--- src/rtl/adc_uart_streamer_if.sv ---
// ============================================================================
// Module   : adc_uart_streamer_if
// Brief    : ADC handshake, UART byte handshake and status bundle
// Revision : 1.0 - initial release
// ============================================================================
`default_nettype none

interface adc_uart_streamer_if #(
  parameter int FIFO_AW = 4
);
  logic               enable;
  logic [9:0]         adc_data;
  logic               adc_available;
  logic               adc_clear_available;
  logic               uart_tx_start;
  logic [7:0]         uart_tx_data;
  logic               uart_tx_finish;
  logic [FIFO_AW:0]   fifo_level;
  logic [7:0]         overflow_count;

  modport master (
    output enable, adc_data, adc_available, uart_tx_finish,
    input  adc_clear_available, uart_tx_start, uart_tx_data, fifo_level, overflow_count
  );

  modport slave (
    input  enable, adc_data, adc_available, uart_tx_finish,
    output adc_clear_available, uart_tx_start, uart_tx_data, fifo_level, overflow_count
  );
endinterface

`default_nettype wire

--- src/rtl/adc_uart_streamer.sv ---
// ============================================================================
// Module   : adc_uart_streamer
// Brief    : Buffers 10-bit ADC samples and sends each as a framed byte pair
// Revision : 1.0 - initial release
// ============================================================================
`default_nettype none

module adc_uart_streamer #(
  parameter int FIFO_DEPTH = 16,
  parameter int FIFO_AW    = 4
) (
  input  wire logic             clk,
  input  wire logic             rst,
  adc_uart_streamer_if.slave    io_bus
);

  localparam logic [0:0] c_CAP_IDLE = 1'b0;
  localparam logic [0:0] c_CAP_WAIT = 1'b1;

  localparam logic [2:0] c_TX_IDLE  = 3'd0;
  localparam logic [2:0] c_HI_START = 3'd1;
  localparam logic [2:0] c_HI_WAIT  = 3'd2;
  localparam logic [2:0] c_LO_START = 3'd3;
  localparam logic [2:0] c_LO_WAIT  = 3'd4;

  localparam logic [FIFO_AW:0] c_FULL = (FIFO_AW+1)'(FIFO_DEPTH);

  logic [0:0]         r_cap_state, w_cap_next;
  logic [2:0]         r_tx_state, w_tx_next;
  logic               w_cap_fire, w_full, w_push, w_pop;
  logic               w_start;
  logic [7:0]         w_data;
  logic               r_clear;
  logic [7:0]         r_ovf;
  logic [9:0]         r_hold;
  logic [9:0]         r_mem [FIFO_DEPTH];
  logic [FIFO_AW-1:0] r_wptr, r_rptr;
  logic [FIFO_AW:0]   r_level;

  // ---------------- capture FSM ----------------
  always_ff @(posedge clk) begin
    if (rst) r_cap_state <= c_CAP_IDLE;
    else     r_cap_state <= w_cap_next;
  end

  always_comb begin
    w_cap_next = r_cap_state;
    case (r_cap_state)
      c_CAP_IDLE: if (io_bus.enable && io_bus.adc_available) w_cap_next = c_CAP_WAIT;
      c_CAP_WAIT: if (!io_bus.adc_available)                  w_cap_next = c_CAP_IDLE;
      default:    w_cap_next = c_CAP_IDLE;
    endcase
  end

  always_comb begin
    w_cap_fire = (r_cap_state == c_CAP_IDLE) && io_bus.enable && io_bus.adc_available;
  end

  // Fullness uses the pre-edge level, so a same-cycle pop never rescues a push.
  assign w_full = (r_level == c_FULL);
  assign w_push = w_cap_fire && !w_full;
  assign w_pop  = (r_tx_state == c_TX_IDLE) && io_bus.enable && (r_level != '0);

  // ---------------- TX FSM ----------------
  always_ff @(posedge clk) begin
    if (rst) r_tx_state <= c_TX_IDLE;
    else     r_tx_state <= w_tx_next;
  end

  always_comb begin
    w_tx_next = r_tx_state;
    case (r_tx_state)
      c_TX_IDLE:  if (w_pop)                 w_tx_next = c_HI_START;
      c_HI_START:                            w_tx_next = c_HI_WAIT;
      c_HI_WAIT:  if (io_bus.uart_tx_finish) w_tx_next = c_LO_START;
      c_LO_START:                            w_tx_next = c_LO_WAIT;
      c_LO_WAIT:  if (io_bus.uart_tx_finish) w_tx_next = c_TX_IDLE;
      default:                               w_tx_next = c_TX_IDLE;
    endcase
  end

  // Bit 7 tags high vs low byte so the host can resynchronise.
  always_comb begin
    w_start = 1'b0;
    w_data  = 8'h00;
    case (r_tx_state)
      c_HI_START: begin w_start = 1'b1; w_data = {1'b1, 4'b0000, r_hold[9:7]}; end
      c_HI_WAIT:  w_data = {1'b1, 4'b0000, r_hold[9:7]};
      c_LO_START: begin w_start = 1'b1; w_data = {1'b0, r_hold[6:0]}; end
      c_LO_WAIT:  w_data = {1'b0, r_hold[6:0]};
      default: begin
        w_start = 1'b0;
        w_data  = 8'h00;
      end
    endcase
  end

  // ---------------- FIFO and status ----------------
  always_ff @(posedge clk) begin
    if (w_push) r_mem[r_wptr] <= io_bus.adc_data;
  end

  always_ff @(posedge clk) begin
    if (rst) begin
      r_clear <= 1'b0;
      r_ovf   <= 8'h00;
      r_hold  <= 10'h000;
      r_wptr  <= '0;
      r_rptr  <= '0;
      r_level <= '0;
    end else begin
      r_clear <= w_cap_fire;
      if (w_cap_fire && w_full && (r_ovf != 8'hFF)) r_ovf <= r_ovf + 8'd1;
      if (w_push) r_wptr <= r_wptr + FIFO_AW'(1);
      if (w_pop) begin
        r_rptr <= r_rptr + FIFO_AW'(1);
        r_hold <= r_mem[r_rptr];
      end
      r_level <= r_level + {{FIFO_AW{1'b0}}, w_push} - {{FIFO_AW{1'b0}}, w_pop};
    end
  end

  assign io_bus.adc_clear_available = r_clear;
  assign io_bus.uart_tx_start       = w_start;
  assign io_bus.uart_tx_data        = w_data;
  assign io_bus.fifo_level          = r_level;
  assign io_bus.overflow_count      = r_ovf;

endmodule

`default_nettype wire

--- src/flat_wrapper.sv ---
// flat-port wrapper written by rule: the top's interface ports become plain ports
module adc_uart_streamer_flat 
#(
  parameter int FIFO_DEPTH = 16,
  parameter int FIFO_AW    = 4
)
  (clk, rst, io_bus_enable, io_bus_adc_data, io_bus_adc_available, io_bus_uart_tx_finish, io_bus_adc_clear_available, io_bus_uart_tx_start, io_bus_uart_tx_data, io_bus_fifo_level, io_bus_overflow_count);
  adc_uart_streamer_if #(.FIFO_AW(FIFO_AW)) io_bus_i ();
  input  wire logic clk;
  input  wire logic rst;
  input wire logic [$bits(io_bus_i.enable)-1:0] io_bus_enable;
  input wire logic [$bits(io_bus_i.adc_data)-1:0] io_bus_adc_data;
  input wire logic [$bits(io_bus_i.adc_available)-1:0] io_bus_adc_available;
  input wire logic [$bits(io_bus_i.uart_tx_finish)-1:0] io_bus_uart_tx_finish;
  output wire logic [$bits(io_bus_i.adc_clear_available)-1:0] io_bus_adc_clear_available;
  output wire logic [$bits(io_bus_i.uart_tx_start)-1:0] io_bus_uart_tx_start;
  output wire logic [$bits(io_bus_i.uart_tx_data)-1:0] io_bus_uart_tx_data;
  output wire logic [$bits(io_bus_i.fifo_level)-1:0] io_bus_fifo_level;
  output wire logic [$bits(io_bus_i.overflow_count)-1:0] io_bus_overflow_count;
  assign io_bus_i.enable = io_bus_enable;
  assign io_bus_i.adc_data = io_bus_adc_data;
  assign io_bus_i.adc_available = io_bus_adc_available;
  assign io_bus_i.uart_tx_finish = io_bus_uart_tx_finish;
  assign io_bus_adc_clear_available = io_bus_i.adc_clear_available;
  assign io_bus_uart_tx_start = io_bus_i.uart_tx_start;
  assign io_bus_uart_tx_data = io_bus_i.uart_tx_data;
  assign io_bus_fifo_level = io_bus_i.fifo_level;
  assign io_bus_overflow_count = io_bus_i.overflow_count;
  adc_uart_streamer #(.FIFO_DEPTH(FIFO_DEPTH), .FIFO_AW(FIFO_AW)) u_core (.clk(clk), .rst(rst), .io_bus(io_bus_i));
endmodule
--- config.mk ---
export PLATFORM = sky130hd
export DESIGN_NAME = adc_uart_streamer_flat
export DESIGN_NICKNAME = d
export VERILOG_FILES = /design/src/rtl/adc_uart_streamer_if.sv /design/src/rtl/adc_uart_streamer.sv /design/src/flat_wrapper.sv
export SDC_FILE = /design/constraint.sdc
export NUM_CORES = 1
export LEC_CHECK = 0
export BUFFER_PORTS_ARGS = -buffer_cell sky130_fd_sc_hd__clkbuf_2
export CAP_MARGIN = 0
export CORE_MARGIN = 4
export CORE_UTILIZATION = 55
export CTS_CLUSTER_SIZE = 14
export DETAILED_ROUTE_END_ITERATION = 7
export PLACE_DENSITY = 0.73
export SLEW_MARGIN = 20
export SYNTH_ARGS = -nofsm -noshare
export SYNTH_HDL_FRONTEND = slang
export SYNTH_SLANG_ARGS = --single-unit
--- constraint.sdc ---
create_clock -name clk -period 3.5 [get_ports clk]
set_input_delay 0.7 -clock clk [delete_from_list [all_inputs] [get_ports clk]]
set_output_delay 0.7 -clock clk [all_outputs]
set_load 0.005 [all_outputs]
After elaboration in Yosys (flattened, before gate mapping)
Memory sizes are Yosys's and may differ from the RTL's. A register that Yosys moved wholly into a read port is not among the register bits.
Index checks and enable logic that the tools add are counted.
{"block": "classes", "reduce_logical": 15, "muxes": 11, "eq_ne": 9, "bitwise": 1, "addsub": 5}
{"op": "$pmux W8 S2", "n": 1}
{"op": "$pmux W3 S5", "n": 1}
{"op": "$mux W3", "n": 3}
{"op": "$add A4 B1 Y4 const B", "n": 2}
{"op": "$add A8 B1 Y8 const B", "n": 1}
{"op": "$logic_and A1 B1 Y1", "n": 8}
{"op": "$ne A8 B8 Y1 const B", "n": 1}
{"op": "$eq A3 B2 Y1 const B", "n": 2}
{"op": "$reduce_or A2 Y1", "n": 3}
{"op": "$add A5 B1 Y5", "n": 1}
{"op": "$eq A5 B5 Y1 const B", "n": 1}
{"op": "$mux W1", "n": 5}
{"op": "$reduce_bool A5 Y1", "n": 1}
{"op": "$sub A5 B1 Y5", "n": 1}
{"op": "$ne A2 B2 Y1 const B", "n": 2}
{"op": "$eq A3 B1 Y1 const B", "n": 1}
{"op": "$eq A3 B3 Y1 const B", "n": 1}
{"op": "$logic_not A3 Y1", "n": 1}
{"op": "$reduce_and A3 Y1", "n": 1}
{"op": "$ne A2 B1 Y1 const B", "n": 1}
{"op": "$pmux W1 S2", "n": 1}
{"op": "$logic_not A1 Y1", "n": 1}
{"op": "$not A1 Y1", "n": 1}
{"block": "totals", "register_bits": 26, "in_bits": 15, "mem_count": 1, "out_inout_bits": 23, "ramBits": 160, "word_cells": 49}
{"memory": "u_core.r_mem", "depth": 16, "word_bits": 10, "read_ports": 1, "rd_clocked_by_memory_dff": 1, "write_ports": 1, "line": "adc_uart_streamer.sv:36", "rtl": "logic [9:0] r_mem [FIFO_DEPTH];"}

Depth between registers and ports, before layout
Gate-level depths: netlist of run 1.
{"block": "logic_depth", "ltp_word": 6, "depth_mapped": 16, "depth_no_buf": 14}

Worst setup path before layout of run 1
OpenSTA, ideal clock, no wires.
{"block": "synth_timing", "path_type": "flip-flop to flip-flop", "startpoint": "register u_core.r_level[3], in the netlist u_core.io_bus.fifo_level[3]", "endpoint": "register u_core.r_level[4], in the netlist u_core.io_bus.fifo_level[4]", "setup_slack_ps": 629, "setup_time_ps": 126, "stages_incl_launch_ff": 17, "path_buffers": 2, "t_required_ps": 3374, "period_less_slack_ps": 2871, "t_arrival_ps": 2745, "cell_sequence": "dfxtp_1 > inv_1 > ha_1 > or4b_1 > clkbuf_1 > nand2_2 > buf_2 > inv_1 > ha_1 > inv_1 > ha_1 > inv_1 > fa_1 > nor2b_1 > o21bai_1 > a21oi_1 > nor3b_1"}
{"block": "synth_between", "elab_cells_between_ends": 7, "classes_between": "add/sub: 2; eq/ne: 1; reduce/logical: 4"}
{"element": "start, declared", "line": "adc_uart_streamer.sv:38", "rtl": "logic [FIFO_AW:0] r_level;"}
{"element": "start signal, assigned", "line": "adc_uart_streamer.sv:119", "rtl": "r_level <= r_level + {{FIFO_AW{1'b0}}, w_push} - {{FIFO_AW{1'b0}}, w_pop};"}
{"element": "$reduce_bool A5 Y1", "line": "adc_uart_streamer.sv:62", "rtl": "assign w_pop = (r_tx_state == c_TX_IDLE) && io_bus.enable && (r_level != '0);"}
{"element": "$logic_and A1 B1 Y1", "line": "adc_uart_streamer.sv:62"}
{"element": "net u_core.w_pop", "line": "adc_uart_streamer.sv:30", "rtl": "logic w_cap_fire, w_full, w_push, w_pop;"}
{"element": "$sub A5 B1 Y5", "line": "adc_uart_streamer.sv:119"}
The timed path passes the listed nets, and every way through them passes these cells.
A chain may end at the register's enable or synchronous reset.

Worst setup path after layout of run 1
Same ends and word-level chain as after synthesis.

==> run summary, run 1 <==
status - finished clean
Main synth FF type - edfxtp_1
synth unique cells - 45
initial DRC count - 386
Die Wd - 128 um
largest net degree at the start of global routing - 41
Vias/cell - 5.98
Area Growth Syn to Fin - 13.3%
GRT Overall Usage - 19.6%
layout cells sized above 1 - 28.0%
Post-DP HPWL - 9640 um
Critical Path Sink Type - flop
Final nets - 538
post-synthesis cell count - 454
Pwr Density - 621 nW/um^2
post-route design area - 9000 um^2
ANT nets after route - 0
Hold Vio Cnt, Final - 0
DRC viols - 0
DRT Pass-1 Iters - 4
most common cell after layout, fill and taps aside - edfxtp_1
drt wl/cell - 21.1 um
die area - 16400 um^2
slew margin rel. - 29.6%
critical path launch point type - flop
H-tree levels - 4
slack of the critical path - 418 ps
Reg area - 5530 um^2
Setup Crit Path Kind - flop to flop
Antenna Cells - 0
setup repair bufs after CTS - 0
critical path data required time - 3790 ps
WHS Path Cells - 2
vias in the first global route - 4158
Slew Viols, Final - 0
DP Worst Slack - 429 ps
FF-to-FF End - u_core.io_bus.fifo_level[4]$_SDFF_PP0_
Die H - 128 um
RSZ-0062 raised after global routing - false
Clock Sinks - 196
Syn. warnings - 0
fmax - 0.324 GHz
worst-path fanout max - 16
Site Rows - 43
gpl congestion - 0.890
worst path arrival time - 3370 ps
initial antenna violation count - 0
FFs w/ async S/R, synth - 0%
Fill cells - 948
R2R depth - 14
clock period minus worst slack - 3080 ps
reg-to-reg slack, setup - 420 ps
Pwr Total - 5.59 mW
sequential area share after synthesis - 69.6%
clock root cell - clkbuf_16
most frequent cells in the layout - 160 x edfxtp_1, 40 x mux4_2, 37 x clkbuf_2
total CTS buffers - 17
Hold Crit Class - flop to flop
final WL - 14800 um
syn avg cell area - 17.5 um^2
Hold Path End - u_core.r_cap_state$_SDFF_PP0_
Worst VDD drop - 0.000403 V
placed cell areas - 8440 um^2
CTS clk-pin slew, worst paths - 70 ps
Port Buffers - 37
io pins - 38
DR vias - 4190
clk_lat worst skew - 430 ps
Layout Cells excl Fill - 701
Initial Util - 56.8%
number of flops mapped to enable cells by yosys - 160
first-pass GRT wire length - 23500 um
clk buf depth - 2
r2r startpoint - u_core.io_bus.fifo_level[3]$_SDFF_PP0_
crit share post-route - 88.1%
final setup fails - 0
number of synthesized register bits - 196
syn nets - 482
clock skew - 5.73 ps
Synth Cell Area - 7940 um^2
total gr overflow - 0
post-CTS resize count - 0
LEAKAGE - 2.97 nW
max_cap viols - 0
Hold Crit Start - u_core.r_cap_state$_SDFF_PP0_
count of hold-fix buffers inserted at cts - 0
Cells after DPL - 671
Sum Neg Setup Slack - 0 ps
CTS tree - yes
worst slew pin tran - 1050 ps
Floorplan Core Area - 14000 um^2
multi-input logic area - 2270 um^2
## how the worst max path moves through the flow
stage / start / endpoint / slack (ps) / depth (start not counted)
after floorplan: u_core.io_bus.fifo_level[3]$_SDFF_PP0_ / u_core.io_bus.fifo_level[4]$_SDFF_PP0_ / 630 / 16
after global routing: u_core.io_bus.fifo_level[3]$_SDFF_PP0_ / u_core.io_bus.fifo_level[4]$_SDFF_PP0_ / 230 / 14
after global placement: u_core.io_bus.fifo_level[3]$_SDFF_PP0_ / u_core.io_bus.fifo_level[4]$_SDFF_PP0_ / 550 / 14
final: u_core.io_bus.fifo_level[3]$_SDFF_PP0_ / u_core.io_bus.fifo_level[4]$_SDFF_PP0_ / 420 / 14
after CTS: u_core.io_bus.fifo_level[3]$_SDFF_PP0_ / u_core.io_bus.fifo_level[4]$_SDFF_PP0_ / 420 / 14
after detailed placement: u_core.io_bus.fifo_level[3]$_SDFF_PP0_ / u_core.io_bus.fifo_level[4]$_SDFF_PP0_ / 430 / 14
## report_power, final
| part | total, mW | switching [mW] | internal (mW) |
|---|---|---|---|
| Sequential | 2.78 | 0.152 | 2.63 |
| Combinational | 0.968 | 0.491 | 0.476 |
| Clock | 1.85 | 0.807 | 1.04 |
## through the flow
step	utilization, %	hold slack, ps
after floorplan	-	463
after global placement	60.3	471
after detailed placement	60.3	483
after CTS	64.3	499
after global routing	64.3	527
final	64.3	502
## Yosys cell counts (12+ instances only)
cell / instances / share of area [%]
edfxtp_1: 160 / 60
mux4_2: 40 / 11
dfxtp_1: 36 / 9.1
nor2_1: 28 / 1.3
mux2i_1: 20 / 2.5
clkbuf_1: 13 / 0.61
nand2_1: 13 / 0.61
nand3b_1: 13 / 1.2
ha_1: 12 / 1.9
inv_1: 12 / 0.57
## sequential cells by signal, summed over array words and instances (netlist names)
name                               count
u_core.r_rptr                          4
u_core.io_bus.adc_clear_available      1
u_core.io_bus.fifo_level               5
u_core.r_wptr                          4
u_core.r_mem                         160
u_core.r_tx_state                      3
u_core.r_hold                         10
u_core.r_cap_state                     1
u_core.io_bus.overflow_count           8
## area by class of cell
cell class | instances | share of cell area [%]
well taps | 180 | 2.50
clock buffers | 17 | 4.73
multi-input cells | 222 | 25.2
flip-flops and latches | 196 | 61.4
clock inverters | 13 | 1.49
inverters | 12 | 0.500
repair buffers | 61 | 4.20
## kinds of logic (layout without fill, tap and decap cells)
logic type | Yosys count | after routing | share of synthesized area (%)
DFF | 196 | 196 | 69.6
AOI/OAI and AO/OA | 35 | 35 | 3.87
and+or+nand+nor | 104 | 104 | 7.48
adders and majority gates | 13 | 13 | 2.14
buffers and inverters | 36 | 103 | 1.92
muxes | 62 | 62 | 14.1
xor gates and xnor gates | 8 | 8 | 0.882
## critical path, cell delays in order, from the launching register on
cell and delay [ps]:
dfxtp_1 340, inv_1 80, ha_1 170, or4b_1 580, nand2_2 300, inv_1 80, ha_1 270, inv_1 60
ha_1 150, inv_1 50, fa_1 390, nor2b_1 170, o21bai_1 100, a21oi_1 160, nor3b_1 60
## metal layers
| layer | vias to the layer above | track usage [%] | routed length, um |
|---|---|---|---|
| met5 | - | 0 | 0 |
| met2 | 126 | 29.8 | 7180 |
| met4 | 0 | 7.37 | 265 |
| li1 | 1911 | - | - |
| met3 | 22 | 5.21 | 919 |
| met1 | 2131 | 27.3 | 6420 |
Note: power is estimated with default switching activity, not from simulation.
==> run 2: changes to the inputs <==
CAP_MARGIN = unset   (was 0)
clock period = 3.4 ns   (was 3.5 ns; I/O delays follow)
==> run 2 against run 1 <==
Compared with the run above:
- hold slack got worse by 5.8 ps
- clock-buffer cell count rose by 7
- first-iteration DRC count fell by 6.2%
- routed wire length rose by 7.0%
- non-clock buffer count rose by 2
- maximum frequency rose by 7.6%
- sequential share of layout area fell by 0.51 points
- highest routed layer unchanged
==> run summary, run 2 (same netlist as run 1, synthesis figures left out) <==
Antenna Cells - 0
first-pass GRT wire length - 25200 um
total CTS buffers - 17
delay-heaviest family, CP - adder cells
Hold Vio Cnt, Final - 0
placed cell areas - 8460 um^2
Die Wd - 128 um
reg-to-reg slack, setup - 530 ps
initial DRC count - 362
Area Growth Syn to Fin - 14.3%
DRC viols - 0
count of hold-fix buffers inserted at cts - 0
Hold Crit Start - u_core.r_cap_state$_SDFF_PP0_
Floorplan Core Area - 14000 um^2
critical path data required time - 3680 ps
io pins - 38
CP max-delay cell - or4b_1
WHS Path Cells - 2
Reg with most FFs - u_core.r_mem
fmax - 0.349 GHz
Hold Crit Class - flop to flop
Clock Sinks - 196
Vias/cell - 5.97
r2r startpoint - u_core.io_bus.fifo_level[2]$_SDFF_PP0_
critical path cell sequence - inv_1 > ha_1 > or4b_1 > nand2_2 > inv_1 > ha_1 > inv_1 > ha_1 > inv_1 > fa_1 > nor2b_1 > o21bai_1 > a21oi_1 > nor3b_1
vias in the first global route - 4377
ANT nets after route - 0
Port Buffers - 37
slew margin rel. - 37.8%
worst-path fanout max - 5
H-tree levels - 4
Sum Neg Setup Slack - 0 ps
crit path buf inv count - 4
most frequent cells in the layout - 160 x edfxtp_1, 40 x mux4_2, 37 x clkbuf_2
DRT Pass-1 Iters - 5
FF-to-FF End - u_core.io_bus.fifo_level[4]$_SDFF_PP0_
Final nets - 540
crit share post-route - 84.3%
final setup fails - 0
RSZ-0062 raised after global routing - false
Pwr Density - 651 nW/um^2
post-layout util - 64.9%
worst slew pin tran - 931 ps
final WL - 15800 um
most common cell after layout, fill and taps aside - edfxtp_1
clock period minus worst slack - 2870 ps
Fill cells - 955
die area - 16400 um^2
Initial Util - 56.8%
Reg area - 5530 um^2
status - finished clean
CP dominant cell by count - inv_1
Slew Viols, Final - 0
LEAKAGE - 3.02 nW
CTS clk-pin slew, worst paths - 70 ps
Site Rows - 43
post-CTS resize count - 0
max reg flops - 160
worst stage delay on the critical path - 560 ps
post-route design area - 9080 um^2
total gr overflow - 0
initial antenna violation count - 0
GRT Overall Usage - 20.9%
largest net degree at the start of global routing - 41
Die H - 128 um
clk buf depth - 2
Setup Crit Path Kind - flop to flop
worst path arrival time - 3140 ps
R2R depth - 14
Post-DP HPWL - 10300 um
clk_lat worst skew - 430 ps
DR vias - 4212
layout cells sized above 1 - 28.6%
clock skew - 7.35 ps
Worst VDD drop - 0.000429 V
max_cap viols - 0
CTS tree - yes
Hold Path End - u_core.r_cap_state$_SDFF_PP0_
drt wl/cell - 22.4 um
gpl congestion - 0.808
clock root cell - clkbuf_16
multi-input logic area - 2270 um^2
setup repair bufs after CTS - 0
Critical Path Sink Type - flop
critical path launch point type - flop
## run 2: cell types whose count changed in the layout (fill, tap and decap cells not counted)
cell        before  now
buf_4           23   25
bufinv_16        2    1
clkbuf_1         0    3
clkbuf_16       17   21
clkinv_1         3    0
clkinv_2         1    2
clkinvlp_4       3    1
## run 2: worst reg2reg max path: stages (launching register included)
cell and delay, ps:
dfxtp_1 340, inv_1 90, ha_1 190, or4b_1 560
nand2_2 110, inv_1 40, ha_1 260, inv_1 60
ha_1 150, inv_1 50, fa_1 370, nor2b_1 160
o21bai_1 90, a21oi_1 160, nor3b_1 70
## run 2: area by class of cell
cell class | instances | share of cell area, %
repair buffers | 63 | 4.33
inverters | 12 | 0.496
flip-flops and latches | 196 | 60.9
multi-input cells | 222 | 25.0
well taps | 180 | 2.48
clock buffers | 24 | 5.91
clock inverters | 8 | 0.910
## run 2: power by group
part	internal, mW	switching (mW)	total [mW]	leakage, nW
Combinational	0.496	0.512	1.01	0.985
Sequential	2.70	0.156	2.86	1.74
Clock	1.19	0.854	2.05	0.302
## run 2: per-stage QoR
step	power (mW)	hold slack [ps]	setup WS [ps]	std cells
after floorplan	3.61	463	529	454
after global placement	3.89	469	660	673
after detailed placement	3.92	486	542	673
after CTS	5.96	496	534	705
after global routing	6.18	511	311	705
final	5.91	496	535	705
## run 2: layer usage
layer	track usage [%]	share of wire [%]	routed length, um
met4	7.05	1.7	264
met3	4.92	6.8	1070
met2	32.7	50	7850
met1	29.4	42	6640
met5	0	0	0
## run 2: how the worst max path moves through the flow
stage	from	endpoint	slack [ps]	depth (start not counted)
3_3_place_gp	u_core.io_bus.fifo_level[3]$_SDFF_PP0_	u_core.io_bus.fifo_level[4]$_SDFF_PP0_	660	14
5_1_grt	u_core.io_bus.fifo_level[2]$_SDFF_PP0_	u_core.io_bus.fifo_level[4]$_SDFF_PP0_	310	14
4_1_cts	u_core.io_bus.fifo_level[2]$_SDFF_PP0_	u_core.io_bus.fifo_level[4]$_SDFF_PP0_	530	14
6_report	u_core.io_bus.fifo_level[2]$_SDFF_PP0_	u_core.io_bus.fifo_level[4]$_SDFF_PP0_	530	14
3_5_place_dp	u_core.io_bus.fifo_level[2]$_SDFF_PP0_	u_core.io_bus.fifo_level[4]$_SDFF_PP0_	540	14
2_1_floorplan	u_core.io_bus.fifo_level[3]$_SDFF_PP0_	u_core.io_bus.fifo_level[4]$_SDFF_PP0_	530	16
==> run 3: changes to the inputs <==
ABC_AREA = 1   (was unset)
PLACE_DENSITY = 0.75   (was 0.73)
clock period = 2.6 ns   (was 3.4 ns; I/O delays follow)
==> run 3 against run 2 <==
Compared with the run above:
- flip-flop and latch count stayed put
- maximum frequency is 21% higher
- register-to-register slack worse by 310 ps
- routed wire length is 20% higher
- sequential power is 28% higher
- highest routed layer unchanged
- hold slack worse by 150 ps
- area after synthesis is 9.1% higher
- clock-buffer cell count is 7 lower
- clock skew is 2.5 ps higher
- largest cell class unchanged
==> run summary, run 3 <==
Vias/cell - 5.22
clock root cell - clkbuf_16
clk buf depth - 2
Final nets - 958
Pwr Density - 907 nW/um^2
DRC viols - 0
Slew Viols, Final - 0
largest cells by area after synthesis - edfxtp_1 55%, nand2_1 12%, dfxtp_1 8.3%
number of flops mapped to enable cells by yosys - 160
Pwr Total - 8.77 mW
post-layout util - 63.1%
multi-input logic area - 2390 um^2
gpl congestion - 0.855
Antenna Cells - 0
Floorplan Core Area - 15300 um^2
syn nets - 919
drt wl/cell - 16.4 um
RSZ-0062 raised after global routing - false
DRT Pass-1 Iters - 5
Port Buffers - 37
CTS tree - yes
Die Wd - 134 um
number of synthesized register bits - 196
most common cell after layout, fill and taps aside - nand2_1
largest area contributor in the netlist - edfxtp_1
final WL - 19000 um
Die H - 134 um
Post-DP HPWL - 11400 um
Critical Path Sink Type - flop
first-pass GRT wire length - 30600 um
total gr overflow - 0
status - finished clean
initial DRC count - 607
Fill cells - 1239
Worst VDD drop - 0.000714 V
H-tree levels - 4
Reg with most FFs - u_core.r_mem
CTS clk-pin slew, worst paths - 60 ps
worst-path fanout max - 3
most frequent cells in the layout - 286 x nand2_1, 160 x edfxtp_1, 132 x inv_1
R2R depth - 13
mux share of post-synthesis cell area - 0%
Cells after DPL - 1122
sequential area share after synthesis - 63.8%
max reg flops - 160
Site Rows - 45
FFs w/ async S/R, synth - 0%
io pins - 38
critical path data required time - 2970 ps
Sum Neg Setup Slack - 0 ps
placed cell areas - 9060 um^2
Hold Vio Cnt, Final - 0
die area - 17800 um^2
largest net degree at the start of global routing - 83
Synth Cell Area - 8670 um^2
Simple-Gate Fraction of Synth Area - 22.3%
worst path arrival time - 2740 ps
Synth top cells by count - 286 x nand2_1, 160 x edfxtp_1, 132 x inv_1, 114 x nand3_1, 37 x nor2_1
WHS Path Cells - 3
syn avg cell area - 9.73 um^2
synth unique cells - 37
fraction of the mapped netlist area in adder cells - 1.96%
Synth Area in XOR/XNOR - 0.505%
slew margin rel. - 43.8%
Synth Area in Compound Gates - 2.79%
clk_lat worst skew - 430 ps
CP max-delay cell - fa_1
Layout Cells excl Fill - 1154
DR vias - 6022
Hold Crit Class - input port to flop
Clock Sinks - 196
critical path cell sequence - inv_1 > ha_1 > nand4_1 > nand3_4 > inv_2 > ha_1 > inv_1 > ha_1 > inv_1 > fa_1 > o31ai_2 > o21ai_0 > a21oi_1
max_cap viols - 0
Main synth FF type - edfxtp_1
largest family of logic cells by synthesized area - simple AND/OR/NAND/NOR gates
initial antenna violation count - 0
Synth top area share - 55.4%
post-synthesis cell count - 891
worst stage delay on the critical path - 410 ps
Initial Util - 56.6%
total CTS buffers - 17
Setup Crit Path Kind - flop to flop
fmax - 0.421 GHz
Syn. warnings - 0
ANT nets after route - 0
most frequent cell after synthesis - nand2_1
crit share post-route - 91.3%
LEAKAGE - 4.14 nW
final setup fails - 0
clock period minus worst slack - 2370 ps
clock skew - 9.89 ps
Reg area - 5530 um^2
vias in the first global route - 5989
post-route design area - 9660 um^2
critical path launch point type - flop
layout cells sized above 1 - 11.0%
Area Growth Syn to Fin - 11.5%
GRT Overall Usage - 22.3%
worst slew pin tran - 842 ps
==> run 3: cell types whose count changed after synthesis, sizes merged, moves of 11 or more <==
cell and delta:
nand3 +106, mux2i -20, buf +20, nand2 +274, a21oi +15, nand3b -11
nor2 +13, mux4 -40, inv +124
==> run 3: cell type report <==
type,count,area share (%)
flip-flops and latches,196,57.2
multi-input cells,519,24.8
inverters,137,5.39
clock buffers,17,4.40
repair buffers,59,3.76
well taps,211,2.73
clock inverters,15,1.75
==> run 3: worst paths after layout <==
check,startpoint,endpoint,slack [ps]
worst min register to register,u_core.io_bus.overflow_count[1]$_SDFFE_PP0P_,u_core.io_bus.overflow_count[1]$_SDFFE_PP0P_,520
worst min-delay path,io_bus_adc_available,u_core.r_cap_state$_SDFF_PP0_,340
worst max-delay path,u_core.io_bus.fifo_level[3]$_SDFF_PP0_,u_core.io_bus.fifo_level[4]$_SDFF_PP0_,230
worst max register to register,u_core.io_bus.fifo_level[3]$_SDFF_PP0_,u_core.io_bus.fifo_level[4]$_SDFF_PP0_,230
==> run 3: logic make-up (layout without fill, tap and decap cells) <==
kind of cell,after synthesis,count (layout)
xor+xnor,5,5
fa+ha+maj,13,13
compound gates,43,43
buf+inv,176,228
flops,196,196
simple gates,458,458
==> run 3: worst max-delay path: cells and delay by family, from the launching register on <==
kind | cells | cell delay, ps
buffers and inverters | 4 | 240
DFF | 1 | 330
AOI/OAI and AO/OA | 3 | 470
and+or+nand+nor | 2 | 290
adders and majority gates | 4 | 990
==> run 3: repair_timing <==
item,in CTS,in global routing
gates resized for setup,0,1
buffers inserted,0,0
setup endpoints to repair,0,1
hold buffers,0,0
==> run 3: metrics by stage <==
step	setup slack, ps	hold slack [ps]
4_1_cts	138	333
2_1_floorplan	133	463
3_3_place_gp	221	481
6_report	227	343
3_5_place_dp	144	503
5_1_grt	38.7	345
==> run 3: where the power goes <==
part           leakage (nW)  internal [mW]  total, mW  switching (mW)
Clock                 0.293           1.58       2.67            1.09
Sequential             1.74           3.56       3.66          0.0949
Combinational          2.11          0.747       2.44            1.70
==> run 3: per-layer routing <==
metal	vias to the layer above	part of all wire, %	wire [um]	track usage (%)
li1	2958	-	-	-
met1	2806	40	7540	28.0
met2	219	50	9560	37.4
met3	39	7.2	1360	6.23
met4	0	2.6	495	7.71
met5	-	0	0	0
